--- src/rtl/seg_addr_pkg.sv ---
// seg_addr_pkg: shared state codes, segment indices and reset defaults for seg_addr_gen.
package seg_addr_pkg;
  localparam logic [1:0] IDLE = 2'd0;
  localparam logic [1:0] BEAT = 2'd1;
  localparam logic [1:0] SPLIT1 = 2'd2;
  localparam int ES = 0;
  localparam int CS = 1;
  localparam int SS = 2;
  localparam int DS = 3;
  localparam logic [15:0] CS_RST_DEF = 16'hFFFF;
endpackage

--- src/rtl/linear_addr_calc.sv ---
// linear_addr_calc: combinational (segment << SHIFT) + offset, truncated to ADDR_W.
module linear_addr_calc #(
  parameter int SEG_W = 16,
  parameter int OFS_W = 16,
  parameter int SHIFT = 4,
  parameter int ADDR_W = 20
) (
  input  logic [SEG_W-1:0]  seg,
  input  logic [OFS_W-1:0]  ofs,
  output logic [ADDR_W-1:0] addr
);
  localparam int SW = (SEG_W + SHIFT > OFS_W) ? SEG_W + SHIFT : OFS_W;
  localparam int W = ((SW > ADDR_W) ? SW : ADDR_W) + 1;
  logic [W-1:0] sh, of;
  assign sh = W'({seg, {SHIFT{1'b0}}});
  assign of = W'(ofs);
  assign addr = ADDR_W'(sh + of);
endmodule

--- src/rtl/seg_addr_gen.sv ---
// seg_addr_gen: segment register file plus registered segment:offset address generator
// that splits odd-offset word accesses into two byte beats.
module seg_addr_gen
  import seg_addr_pkg::*;
#(
  parameter int SEG_W = 16,
  parameter int OFS_W = 16,
  parameter int SHIFT = 4,
  parameter int ADDR_W = 20,
  parameter int NSEG = 4,
  parameter int SEL_W = $clog2(NSEG),
  parameter logic [SEG_W-1:0] CS_RST = SEG_W'(CS_RST_DEF)
) (
  input  logic              clk,
  input  logic              rst_n,
  input  logic              seg_we,
  input  logic [SEL_W-1:0]  seg_wsel,
  input  logic [SEG_W-1:0]  seg_wdata,
  input  logic              req_valid,
  output logic              req_ready,
  input  logic [SEL_W-1:0]  req_sel,
  input  logic [OFS_W-1:0]  req_offset,
  input  logic              req_word,
  output logic              out_valid,
  input  logic              out_ready,
  output logic [ADDR_W-1:0] out_addr,
  output logic              out_word,
  output logic              out_last
);
  logic [1:0]        state;
  logic [SEG_W-1:0]  seg_r [NSEG];
  logic [SEG_W-1:0]  cap_seg, calc_seg;
  logic [OFS_W-1:0]  cap_ofs, calc_ofs;
  logic [ADDR_W-1:0] calc_addr;
  logic              acc, split;
  assign req_ready = state == IDLE || (state == BEAT && out_ready);
  assign out_valid = state != IDLE;
  assign acc = req_valid && req_ready;
  assign split = req_word && req_offset[0];
  // a new request reads the pre-edge segment; otherwise compute beat 2 from the captured pair
  assign calc_seg = acc ? seg_r[req_sel] : cap_seg;
  assign calc_ofs = acc ? req_offset : cap_ofs + OFS_W'(1);
  linear_addr_calc #(.SEG_W(SEG_W), .OFS_W(OFS_W), .SHIFT(SHIFT), .ADDR_W(ADDR_W)) u_calc (
    .seg(calc_seg),
    .ofs(calc_ofs),
    .addr(calc_addr)
  );
  always_ff @(posedge clk or negedge rst_n) begin
    if (!rst_n) begin
      for (int i = 0; i < NSEG; i++) seg_r[i] <= (i == CS) ? CS_RST : '0;
    end else if (seg_we) begin
      seg_r[seg_wsel] <= seg_wdata;
    end
  end
  always_ff @(posedge clk or negedge rst_n) begin
    if (!rst_n) begin
      state <= IDLE;
      out_addr <= '0;
      out_word <= 1'b0;
      out_last <= 1'b0;
      cap_seg <= '0;
      cap_ofs <= '0;
    end else if (acc) begin
      state <= split ? SPLIT1 : BEAT;
      out_addr <= calc_addr;
      out_word <= req_word && !split;
      out_last <= !split;
      cap_seg <= calc_seg;
      cap_ofs <= req_offset;
    end else if (state == SPLIT1 && out_ready) begin
      state <= BEAT;
      out_addr <= calc_addr;
      out_word <= 1'b0;
      out_last <= 1'b1;
    end else if (state == BEAT && out_ready) begin
      state <= IDLE;
    end
  end
endmodule

--- config.mk ---
export PLATFORM = sky130hd
export DESIGN_NAME = seg_addr_gen
export DESIGN_NICKNAME = d
export VERILOG_FILES = /design/src/rtl/seg_addr_pkg.sv /design/src/rtl/linear_addr_calc.sv /design/src/rtl/seg_addr_gen.sv
export SDC_FILE = /design/constraint.sdc
export NUM_CORES = 1
export LEC_CHECK = 0
export CAP_MARGIN = 30
export CORE_MARGIN = 4
export CORE_UTILIZATION = 57
export CTS_BUF_LIST = sky130_fd_sc_hd__clkbuf_16
export CTS_CLUSTER_SIZE = 25
export DETAILED_ROUTE_END_ITERATION = 8
export PLACE_DENSITY = 0.81
export RECOVER_POWER = 50
export SLEW_MARGIN = 20
export SYNTH_ARGS = -nofsm -noshare
export SYNTH_HDL_FRONTEND = slang
export SYNTH_SLANG_ARGS = --single-unit
--- constraint.sdc ---
create_clock -name clk -period 4.8 [get_ports clk]
set_clock_uncertainty 0.1 [all_clocks]
set_input_delay 0.48 -clock clk [delete_from_list [all_inputs] [get_ports clk]]
set_output_delay 0.48 -clock clk [all_outputs]
set_load 0.005 [all_outputs]
==> flow_metrics.tcl <==
set metrics [dict create \
    ir_worst_vdd_v 0.000301 \
    cts.path.max_buffers 2 \
    grt_pass1_vias 4667 \
    die_h_um 111 \
    cts.sinks 120 \
    cp.arrival_ps 4400 \
    place_ws_ps 330 \
    critPathMostFrequentCell "nand2_1" \
    cts_setup_buffers 0 \
    whs_path_depth 2 \
    drive_gt1_share_pct 25.9 \
    violations "design-rule violations, max-capacitance violations, max-slew violations" \
    grt_pass1_wl_mm 23.5 \
    clkLatencyLatePin_ps 420 \
    numCtsBuffers 17 \
    hold_violations 0 \
    grt-ovfl-total 0 \
    cts_tree "done" \
    crit_type "in2reg" \
    antenna_found_initial 0 \
    fmax_mhz 238 \
    cpPeakStageDelay_ps 570 \
    final.setup.tns_ps 0 \
    via_per_inst 5.90 \
    synth.cell_area_um2 6000 \
    status "complete, but fails checks" \
    cts_root_buffer "clkbuf_16" \
    core_um2 10300 \
    leakage_nw 3.16 \
    endpoint_kind "flip-flop" \
    path_cells "dlygate4sd3_1 > and2b_1 > or2_0 > nand2_1 > nand2_1 > ha_1 > fa_1 > a21o_1 > a21oi_1 > o21bai_1 > maj3_1 > and4_1 > nor3_1 > o21ai_0 > nor3b_1" \
    initial_core_util_pct 58.4 \
    dr.pass1.iters 7 \
    cts_htree_levels 4 \
    power_mw 4.71 \
    rsz0062_at_grt "false" \
    dieWidth_um 111 \
    post-route-period-util_pct 87.7 \
    rr_worst_depth 14 \
    yosysSeqAreaShare_pct 50.4 \
    cp_max_fo 7 \
    synth-edff-count 0 \
    vias 4400 \
    cap_violations 1 \
    design.die.area_um2 12200 \
    layout_min_cycle_time_ps 4210 \
    grt_start_max_net_pins 60 \
    async_flop_share_pct 100 \
    ys_seq_elements 120 \
    wire_per_inst_um 18.9 \
    cp-start-kind "primary input" \
    drv_slew 48 \
    gp_congestion 0.897 \
    pin_count 66 \
    setup_violations 0 \
    yosysWarnings 0 \
    nNetsFinal 651 \
    cts_resized 0 \
    drt_iter0_drc 316 \
    ant_nets 0 \
    required_ps 4990 \
    slowest_stage "dlygate4sd3_1" \
    hold_class "reg2reg" \
    layout_setup_ws_ps 590 \
    grt.total_usage_pct 24.3 \
    dpl.hpwl_mm 9.87 \
    area_delta_synth_final_pct 23.4 \
    numPortBuffers 65 \
    drc 1 \
    syn-num-nets 576 \
    synth_ff_type "dfrtp_1" \
    timing.hold.ws_ps 362 \
    tightest_slew_ps 2620 \
    path_clk_slew_ps 60 \
    cellPowerDensity_nw_per_um2 637 \
    postSynthAreaPerCell_um2 11.5 \
    floorplan.rows 37 \
    slew_headroom_pct -74.9 \
    synthCells 522 \
    synth.distinct_cells 57 \
    routed_wirelength_mm 14.1 \
    n_antenna_cell 0 \
]
## state kept, by name (all words and copies together), names as in the netlist
name      count
seg_r        64
out_addr     20
cap_ofs      16
out_last      1
cap_seg      16
out_word      1
state         2
## report_power, final
part | switching (mW) | leakage, nW | internal (mW) | total (mW)
sequential | 0.238 | 1.41 | 1.37 | 1.60
combinational | 0.995 | 1.47 | 0.884 | 1.88
clock | 0.469 | 0.278 | 0.763 | 1.23
total | 1.70 | 3.16 | 3.01 | 4.71
## synth_stat cells (all sizes together) (7+ instances only)
library cell	instances	area, um^2
xnor2	17	149
inv	8	30.0
o211ai	7	62.6
a21oi	12	60.1
dfrtp	104	2600
clkbuf	16	60.1
xor2	9	78.8
nand2	108	405
nor3	7	35.0
o21ai	29	145
nor2	21	78.8
mux4	16	360
dfstp	16	420
mux2	71	800
nand3	10	72.6
ha	11	138
## per-layer routing
layer / GRT usage, % / routed length [um] / part of all wire [%]
met1: 29.3 / 5760 / 41
met2: 41.7 / 7340 / 52
met3: 6.52 / 772 / 5.5
met4: 9.03 / 255 / 1.8
met5: 0 / 0 / 0
## area by class of cell
| cell class | instances | area, um^2 |
|---|---|---|
| Fill cell | 713 | 2870 |
| Timing Repair Buffer | 77 | 727 |
| Tap cell | 136 | 170 |
| Clock buffer | 17 | 425 |
| Sequential cell | 120 | 3020 |
| Inverter | 8 | 30.0 |
| Multi-Input combinational cell | 373 | 2870 |
| Clock inverter | 15 | 155 |
## what timing repair did
action	CTS	global route
hold endpoints to repair	14	0
endpoints found under the setup margin	0	0
hold buffers	1	0
## cell usage in the layout, fill, tap and decap left out, types with 4 or more instances in the layout
| cell type | synthesis | final |
|---|---|---|
| clkbuf_16 | 0 | 17 |
| nand2_1 | 108 | 108 |
| nor2_1 | 21 | 20 |
| buf_4 | 0 | 8 |
| inv_1 | 8 | 10 |
| dfrtp_1 | 104 | 104 |
| nor3_1 | 7 | 7 |
| clkdlybuf4s50_1 | 0 | 62 |
| dfstp_2 | 16 | 16 |
| clkinvlp_4 | 0 | 4 |
| a21oi_1 | 12 | 12 |
| xnor2_1 | 17 | 17 |
| mux4_2 | 16 | 16 |
| xor2_1 | 9 | 9 |
| clkinv_4 | 0 | 4 |
| nand3_1 | 7 | 7 |
| ha_1 | 11 | 11 |
| or3_1 | 4 | 4 |
| mux2_2 | 71 | 71 |
| o211ai_1 | 5 | 5 |
| o21ai_0 | 28 | 28 |
## metrics by stage
stage	util (%)	cells	cell area [um^2]
after global routing	72.0	746	7400
after detailed placement	66.5	713	6830
after floorplan	-	522	6000
after CTS	72.2	746	7420
final	72.0	746	7400
after global placement	66.5	713	6830
## worst max-delay path: cells and delay by family
kind,cells,cell delay [ps]
buf+inv,1,570
simple gates,7,1650
fa+ha+maj,3,1020
compound gates,4,670
## kinds of logic (layout without fill, tap and decap cells)
logic type      count (synthesis)  after routing  synth area share (%)
compound gates                 72             72                  8.48
mux                            88             88                  19.5
simple gates                  174            174                  13.2
fa+ha+maj                      13             13                  2.79
flops                         120            120                  50.4
buf+inv                        29            117                  1.88
xor+xnor                       26             26                  3.79
## path summary, 6_finish.rpt
kind	start	to	slack (ps)
max reg2reg	state[0]	out_addr[18]	780
min in group asynchronous	rst_n	out_addr[2]	620
min	out_addr[4]	out_addr[4]	360
max in group asynchronous	rst_n	seg_r[15]	1010
max	out_ready	out_addr[18]	590
min reg2reg	out_addr[4]	out_addr[4]	360
Power figures use the tool's default switching activity.
